**src/rtl/rtc_hms_if.sv**
```systemverilog
// Control/status bundle between the time-of-day counter and its display/alarm users.
interface rtc_hms_if;
  logic       run;
  logic       mode_12h;
  logic       load_vld;
  logic [5:0] load_sec;
  logic [5:0] load_min;
  logic [4:0] load_hr;
  logic       alarm_en;
  logic [5:0] alarm_min;
  logic [4:0] alarm_hr;
  logic [5:0] sec;
  logic [5:0] min;
  logic [4:0] hr;
  logic       pm;
  logic       sec_tick;
  logic       min_wrap;
  logic       hr_wrap;
  logic       day_wrap;
  logic       load_err;
  logic       alarm_hit;

  modport master (
    output run, mode_12h, load_vld, load_sec, load_min, load_hr,
           alarm_en, alarm_min, alarm_hr,
    input  sec, min, hr, pm, sec_tick, min_wrap, hr_wrap, day_wrap,
           load_err, alarm_hit
  );

  modport slave (
    input  run, mode_12h, load_vld, load_sec, load_min, load_hr,
           alarm_en, alarm_min, alarm_hr,
    output sec, min, hr, pm, sec_tick, min_wrap, hr_wrap, day_wrap,
           load_err, alarm_hit
  );
endinterface

```
**src/rtl/rtc_hms_counter.sv**
```systemverilog
// Time-of-day counter: prescaler to a 1 Hz advance, h:m:s cascade, checked load,
// 12/24h display mapping and an hour:minute alarm.
module rtc_hms_counter #(
  parameter int TICK_DIV = 100,
  parameter int SEC_MAX  = 59,
  parameter int MIN_MAX  = 59
) (
  input logic      clk,
  input logic      rst,
  rtc_hms_if.slave bus
);
  localparam int             PW       = (TICK_DIV > 1) ? $clog2(TICK_DIV) : 1;
  localparam logic [PW-1:0]  PRE_LAST = PW'(TICK_DIV - 1);
  localparam logic [PW-1:0]  PRE_ONE  = PW'(1);
  localparam logic [5:0]     S_LAST   = 6'(SEC_MAX);
  localparam logic [5:0]     M_LAST   = 6'(MIN_MAX);
  localparam logic [4:0]     H_LAST   = 5'd23;

  logic [PW-1:0] r_pre;
  logic [5:0]    r_sec, r_min;
  logic [4:0]    r_hr24;
  logic          r_sec_tick, r_min_wrap, r_hr_wrap, r_day_wrap, r_load_err, r_alarm_hit;

  logic          w_adv, w_s_wrap, w_m_wrap, w_d_wrap, w_load_ok, w_alarm;
  logic [5:0]    w_sec_nx, w_min_nx;
  logic [4:0]    w_hr_nx, w_hr_disp;

  assign w_adv    = bus.run && (r_pre == PRE_LAST);
  assign w_s_wrap = (r_sec == S_LAST);
  assign w_m_wrap = w_s_wrap && (r_min == M_LAST);
  assign w_d_wrap = w_m_wrap && (r_hr24 == H_LAST);

  assign w_sec_nx = w_s_wrap ? 6'd0 : r_sec + 6'd1;
  assign w_min_nx = w_m_wrap ? 6'd0 : (w_s_wrap ? r_min + 6'd1 : r_min);
  assign w_hr_nx  = w_d_wrap ? 5'd0 : (w_m_wrap ? r_hr24 + 5'd1 : r_hr24);

  assign w_load_ok = (bus.load_sec <= S_LAST) && (bus.load_min <= M_LAST) &&
                     (bus.load_hr <= H_LAST);

  // State never leaves range, so out-of-range alarm settings can never match.
  assign w_alarm = bus.alarm_en && w_s_wrap && (w_min_nx == bus.alarm_min) &&
                   (w_hr_nx == bus.alarm_hr);

  always_ff @(posedge clk or posedge rst) begin
    if (rst) begin
      r_pre       <= '0;
      r_sec       <= '0;
      r_min       <= '0;
      r_hr24      <= '0;
      r_sec_tick  <= 1'b0;
      r_min_wrap  <= 1'b0;
      r_hr_wrap   <= 1'b0;
      r_day_wrap  <= 1'b0;
      r_load_err  <= 1'b0;
      r_alarm_hit <= 1'b0;
    end else begin
      r_sec_tick  <= 1'b0;
      r_min_wrap  <= 1'b0;
      r_hr_wrap   <= 1'b0;
      r_day_wrap  <= 1'b0;
      r_load_err  <= 1'b0;
      r_alarm_hit <= 1'b0;
      if (bus.load_vld && w_load_ok) begin
        // Accepted load wins over a coincident advance and restarts the second.
        r_pre  <= '0;
        r_sec  <= bus.load_sec;
        r_min  <= bus.load_min;
        r_hr24 <= bus.load_hr;
      end else begin
        r_load_err <= bus.load_vld;
        if (bus.run)
          r_pre <= w_adv ? '0 : r_pre + PRE_ONE;
        if (w_adv) begin
          r_sec       <= w_sec_nx;
          r_min       <= w_min_nx;
          r_hr24      <= w_hr_nx;
          r_sec_tick  <= 1'b1;
          r_min_wrap  <= w_s_wrap;
          r_hr_wrap   <= w_m_wrap;
          r_day_wrap  <= w_d_wrap;
          r_alarm_hit <= w_alarm;
        end
      end
    end
  end

  always_comb begin
    w_hr_disp = r_hr24;
    if (bus.mode_12h) begin
      if (r_hr24 == 5'd0)      w_hr_disp = 5'd12;
      else if (r_hr24 > 5'd12) w_hr_disp = r_hr24 - 5'd12;
    end
  end

  assign bus.sec       = r_sec;
  assign bus.min       = r_min;
  assign bus.hr        = w_hr_disp;
  assign bus.pm        = (r_hr24 >= 5'd12);
  assign bus.sec_tick  = r_sec_tick;
  assign bus.min_wrap  = r_min_wrap;
  assign bus.hr_wrap   = r_hr_wrap;
  assign bus.day_wrap  = r_day_wrap;
  assign bus.load_err  = r_load_err;
  assign bus.alarm_hit = r_alarm_hit;
endmodule

```
**src/flat_wrapper.sv**
```systemverilog
// flat-port wrapper written by rule: the top's interface ports become plain ports
module rtc_hms_counter_flat 
#(
  parameter int TICK_DIV = 100,
  parameter int SEC_MAX  = 59,
  parameter int MIN_MAX  = 59
)
  (clk, rst, bus_run, bus_mode_12h, bus_load_vld, bus_load_sec, bus_load_min, bus_load_hr, bus_alarm_en, bus_alarm_min, bus_alarm_hr, bus_sec, bus_min, bus_hr, bus_pm, bus_sec_tick, bus_min_wrap, bus_hr_wrap, bus_day_wrap, bus_load_err, bus_alarm_hit);
  rtc_hms_if bus_i ();
  input logic clk;
  input logic rst;
  input wire logic [$bits(bus_i.run)-1:0] bus_run;
  input wire logic [$bits(bus_i.mode_12h)-1:0] bus_mode_12h;
  input wire logic [$bits(bus_i.load_vld)-1:0] bus_load_vld;
  input wire logic [$bits(bus_i.load_sec)-1:0] bus_load_sec;
  input wire logic [$bits(bus_i.load_min)-1:0] bus_load_min;
  input wire logic [$bits(bus_i.load_hr)-1:0] bus_load_hr;
  input wire logic [$bits(bus_i.alarm_en)-1:0] bus_alarm_en;
  input wire logic [$bits(bus_i.alarm_min)-1:0] bus_alarm_min;
  input wire logic [$bits(bus_i.alarm_hr)-1:0] bus_alarm_hr;
  output wire logic [$bits(bus_i.sec)-1:0] bus_sec;
  output wire logic [$bits(bus_i.min)-1:0] bus_min;
  output wire logic [$bits(bus_i.hr)-1:0] bus_hr;
  output wire logic [$bits(bus_i.pm)-1:0] bus_pm;
  output wire logic [$bits(bus_i.sec_tick)-1:0] bus_sec_tick;
  output wire logic [$bits(bus_i.min_wrap)-1:0] bus_min_wrap;
  output wire logic [$bits(bus_i.hr_wrap)-1:0] bus_hr_wrap;
  output wire logic [$bits(bus_i.day_wrap)-1:0] bus_day_wrap;
  output wire logic [$bits(bus_i.load_err)-1:0] bus_load_err;
  output wire logic [$bits(bus_i.alarm_hit)-1:0] bus_alarm_hit;
  assign bus_i.run = bus_run;
  assign bus_i.mode_12h = bus_mode_12h;
  assign bus_i.load_vld = bus_load_vld;
  assign bus_i.load_sec = bus_load_sec;
  assign bus_i.load_min = bus_load_min;
  assign bus_i.load_hr = bus_load_hr;
  assign bus_i.alarm_en = bus_alarm_en;
  assign bus_i.alarm_min = bus_alarm_min;
  assign bus_i.alarm_hr = bus_alarm_hr;
  assign bus_sec = bus_i.sec;
  assign bus_min = bus_i.min;
  assign bus_hr = bus_i.hr;
  assign bus_pm = bus_i.pm;
  assign bus_sec_tick = bus_i.sec_tick;
  assign bus_min_wrap = bus_i.min_wrap;
  assign bus_hr_wrap = bus_i.hr_wrap;
  assign bus_day_wrap = bus_i.day_wrap;
  assign bus_load_err = bus_i.load_err;
  assign bus_alarm_hit = bus_i.alarm_hit;
  rtc_hms_counter #(.TICK_DIV(TICK_DIV), .SEC_MAX(SEC_MAX), .MIN_MAX(MIN_MAX)) u_core (.clk(clk), .rst(rst), .bus(bus_i));
endmodule
```
**config.mk**
```make
export PLATFORM = sky130hd
export DESIGN_NAME = rtc_hms_counter_flat
export DESIGN_NICKNAME = d
export VERILOG_FILES = /design/src/rtl/rtc_hms_if.sv /design/src/rtl/rtc_hms_counter.sv /design/src/flat_wrapper.sv
export SDC_FILE = /design/constraint.sdc
export NUM_CORES = 1
export LEC_CHECK = 0
export ABC_AREA = 1
export CORE_MARGIN = 5
export CORE_UTILIZATION = 30
export DETAILED_ROUTE_END_ITERATION = 12
export GPL_TIMING_DRIVEN = 0
export MAX_ROUTING_LAYER = met4
export SYNTH_ARGS = -nofsm -noshare
export SYNTH_HDL_FRONTEND = slang
export SYNTH_SLANG_ARGS = --single-unit
```
**constraint.sdc**
```tcl
create_clock -name clk -period 2.54 [get_ports clk]
set_clock_uncertainty 0.05 [all_clocks]
set_input_delay 0.635 -clock clk [delete_from_list [all_inputs] [get_ports clk]]
set_output_delay 0.635 -clock clk [all_outputs]
set_load 0.05 [all_outputs]
```
==> flow_summary.ini <==
[synthesis]
number_of_warnings_reported_in_the_yosys_synthesis_log = 0
synth_top_area_cell = dfrtp_1
synthDistinctLibCells = 31
synthesis.area_um2 = 2175
most_common_flop_cell_mapped_by_yosys = dfrtp_1
yosysMostFrequentCell = nand2_1
synth_enable_flop_cells = 0
syn_nets = 339
leading_post_synthesis_cells_by_instance_count = nand2_1 (85), inv_1 (39), nand3_1 (33)
synth_sequential_area_ratio_pct = 34.52
netlist.area_leader.share_pct = 34.52
synth.area.top_cells = dfrtp_1 (35%), nand2_1 (15%), nand3_1 (7.6%)
synth-seq-cells = 30
synthesis.area_per_instance_um2 = 7.322
post_synth_inst_count = 297
postSynth.asyncResetShare_pct = 100.0

[drt]
drtAntennaViolNets = 0
drt_first_pass_iters = 4
drt_iter0_drc = 150
wl_per_cell_um = 14.03
drt-total-wl_mm = 6.484
drt-vias-per-instance = 4.855
detail_route.drc_violations = 0
route.vias.total = 2243

[setup_path]
timing.critical_path.required_ps = 1860
crit_start = u_core.r_hr24[0]
worst-path-max-fanout = 5
worstSetupStartpointType = register
crit_type = register to output port
data_arrival_critical_path_ps = 1710
r2r-start = u_core.bus.sec[0]
cp-end-kind = output port
setup.worst_path.end = bus_hr[3]
reg2reg_slack_ps = 510
reg2reg_to = u_core.bus.alarm_hit
r2r.worst_path.cells = 12

[placement]
port_buffers = 57
half_perimeter_wire_length_after_detailed_placement_mm = 4.835
placed_cell_area_um2 = 2869
gpl.final_weighted_congestion = 0.8765

[timing]
timing_hold_violations_final = 0
min_clock_period_post_route_ps = 2398
maxSlewViolCount = 0
setup_violations = 0
worst_slew_pin_slew_ps = 593.5
timing.slew.headroom_pct = 60.44
rsz0062_at_grt = false
max_freq_mhz = 416.9
final.period_utilization_pct = 94.43

[global_routing]
grt_overflow = 0
via_count_of_the_first_global_routing_pass = 2244
largest_net_degree_at_the_start_of_global_routing = 31
first_pass_grt_wire_length_mm = 10.62
antenna_violations_before_repair = 0
grt_util_overall_pct = 15.44

[clock_network]
ctsRootBufferMaster = clkbuf_8
worst_skew_pair.late_latency_ps = 290
htreeDepth = 2
tritoncts = built
clk_transition_reported_paths_ps = 70
cts.path.max_buffers = 2
cts_setup_buffers = 0
postCtsHoldBufs = 0
clock_sink_count = 30
number_of_buffers_created_by_cts = 5

[cells_and_area]
final_nets = 404
stdcell_area_um2 = 2987
drive_above_1_share_pct = 10.47
diodes = 0
layout_area_growth_over_synthesis_pct = 37.34

[die]
die-height_um = 95.14
die_w_um = 95.14
placementRows = 31
core_region_area_um2 = 7137
top_level_ports = 58
die_area_um2 = 9052
starting_utilization_of_the_core_area_pct = 30.47

[status]
status = complete, no violations

[power]
pwr_density_cell_nw_per_um2 = 581.3
power_uw = 1736
vdd_ir_drop_max_uv = 217.9
total_leakage_power_uw = 0.001421

[flow_run]
drv_cap = 0

[min_path]
min_path_type = register to register
==> layer usage <==
metal  global-route usage, %  vias up  share of wire [%]
met5                       -        -                  0
met4                   5.409        0                1.5
met3                   2.999       10                5.2
met2                   25.07       69                 48
met1                   19.14     1030                 45
li1                        -     1134                  -
==> placed cells by master (no fill, tap or decap), types with 3 or more instances in the layout <==
| cell | synthesis | routed |
|---|---|---|
| inv_1 | 39 | 35 |
| dfrtp_1 | 30 | 28 |
| nand2_1 | 85 | 85 |
| ha_1 | 8 | 7 |
| xor2_1 | 7 | 7 |
| nor3_1 | 5 | 5 |
| nand3_2 | 4 | 4 |
| nand3b_1 | 5 | 5 |
| o221ai_1 | 11 | 11 |
| inv_2 | 2 | 5 |
| o211ai_1 | 5 | 5 |
| a21oi_1 | 4 | 4 |
| nand3_1 | 33 | 33 |
| nor2_1 | 21 | 21 |
| o21ai_0 | 7 | 7 |
| nand4_1 | 9 | 9 |
| a31oi_1 | 3 | 3 |
| clkdlybuf4s50_1 | 0 | 50 |
| clkbuf_8 | 0 | 6 |
==> through the flow <==
stage | utilization [%] | hold slack (ps) | std cells | TNS, ps | worst slack, ps
3_5_place_dp | 40.20 | 464.2 | 453 | -3281 | -586.4
5_1_grt | 41.85 | 503.2 | 462 | 0 | 8.600
6_report | 41.85 | 471.4 | 462 | 0 | 141.6
4_1_cts | 41.41 | 475.4 | 461 | 0 | 6.125
2_1_floorplan | - | 426.4 | 297 | 0 | 152.7
3_3_place_gp | 40.20 | 463.4 | 453 | -3150 | -578.1
==> worst max-delay path: stages, from the launching register on <==
cell and delay, ps:
dfrtp_1 430, inv_1 130, ha_2 220, nand3_1 110
nand2_1 100, inv_1 60, o211ai_1 150, buf_4 220
==> registers in the layout, summed over array words and instances, names as in the netlist <==
register              flops
u_core.bus.load_err       1
u_core.bus.hr_wrap        1
u_core.bus.day_wrap       1
u_core.bus.alarm_hit      1
u_core.bus.sec_tick       1
u_core.bus.min            6
u_core.bus.sec            6
u_core.bus.min_wrap       1
u_core.r_pre              7
u_core.r_hr24             5
==> where the power goes <==
group          internal (uW)  switching (uW)  leakage [uW]
Sequential               531            76.8      0.000382
Clock                    218             208     0.0000472
Combinational            260             442      0.000992
Total                   1010             727       0.00142
==> cells by family (layout without fill, tap and decap cells) <==
kind of cell    after synthesis  count (layout)  share of synthesized area, %
simple gates                172             172                         38.15
xor+xnor                      9               9                         3.625
flops                        30              30                         34.52
buf+inv                      45             111                         8.515
compound gates               33              33                         10.59
fa+ha+maj                     8               8                         4.603
==> how the worst min path moves through the flow <==
stage | cells past startpoint | from | to
floorplan | 1 | u_core.r_pre[3] | u_core.r_pre[3]
CTS | 1 | u_core.r_pre[3] | u_core.r_pre[3]
global route | 1 | u_core.r_pre[3] | u_core.r_pre[3]
global placement | 1 | u_core.r_pre[3] | u_core.r_pre[3]
finish | 1 | u_core.r_pre[3] | u_core.r_pre[3]
detailed placement | 1 | u_core.r_pre[3] | u_core.r_pre[3]
==> what timing repair did <==
| action | in CTS | in global routing |
|---|---|---|
| resized for setup | 24 | 9 |
| endpoints found under the hold margin | 0 | 0 |
| setup endpoints to repair | 6 | 6 |
==> cell type report <==
cell class / instances / area (um2)
fillers: 771 / 4150
plain buffers: 4 / 31.28
well taps: 99 / 123.9
repair buffers: 58 / 588.1
clock inverters: 2 / 12.51
multi-input cells: 222 / 1241
inverters: 41 / 153.9
clock buffers: 6 / 82.58
flip-flops and latches: 30 / 753.2
Note: power is estimated with default switching activity, not from simulation.
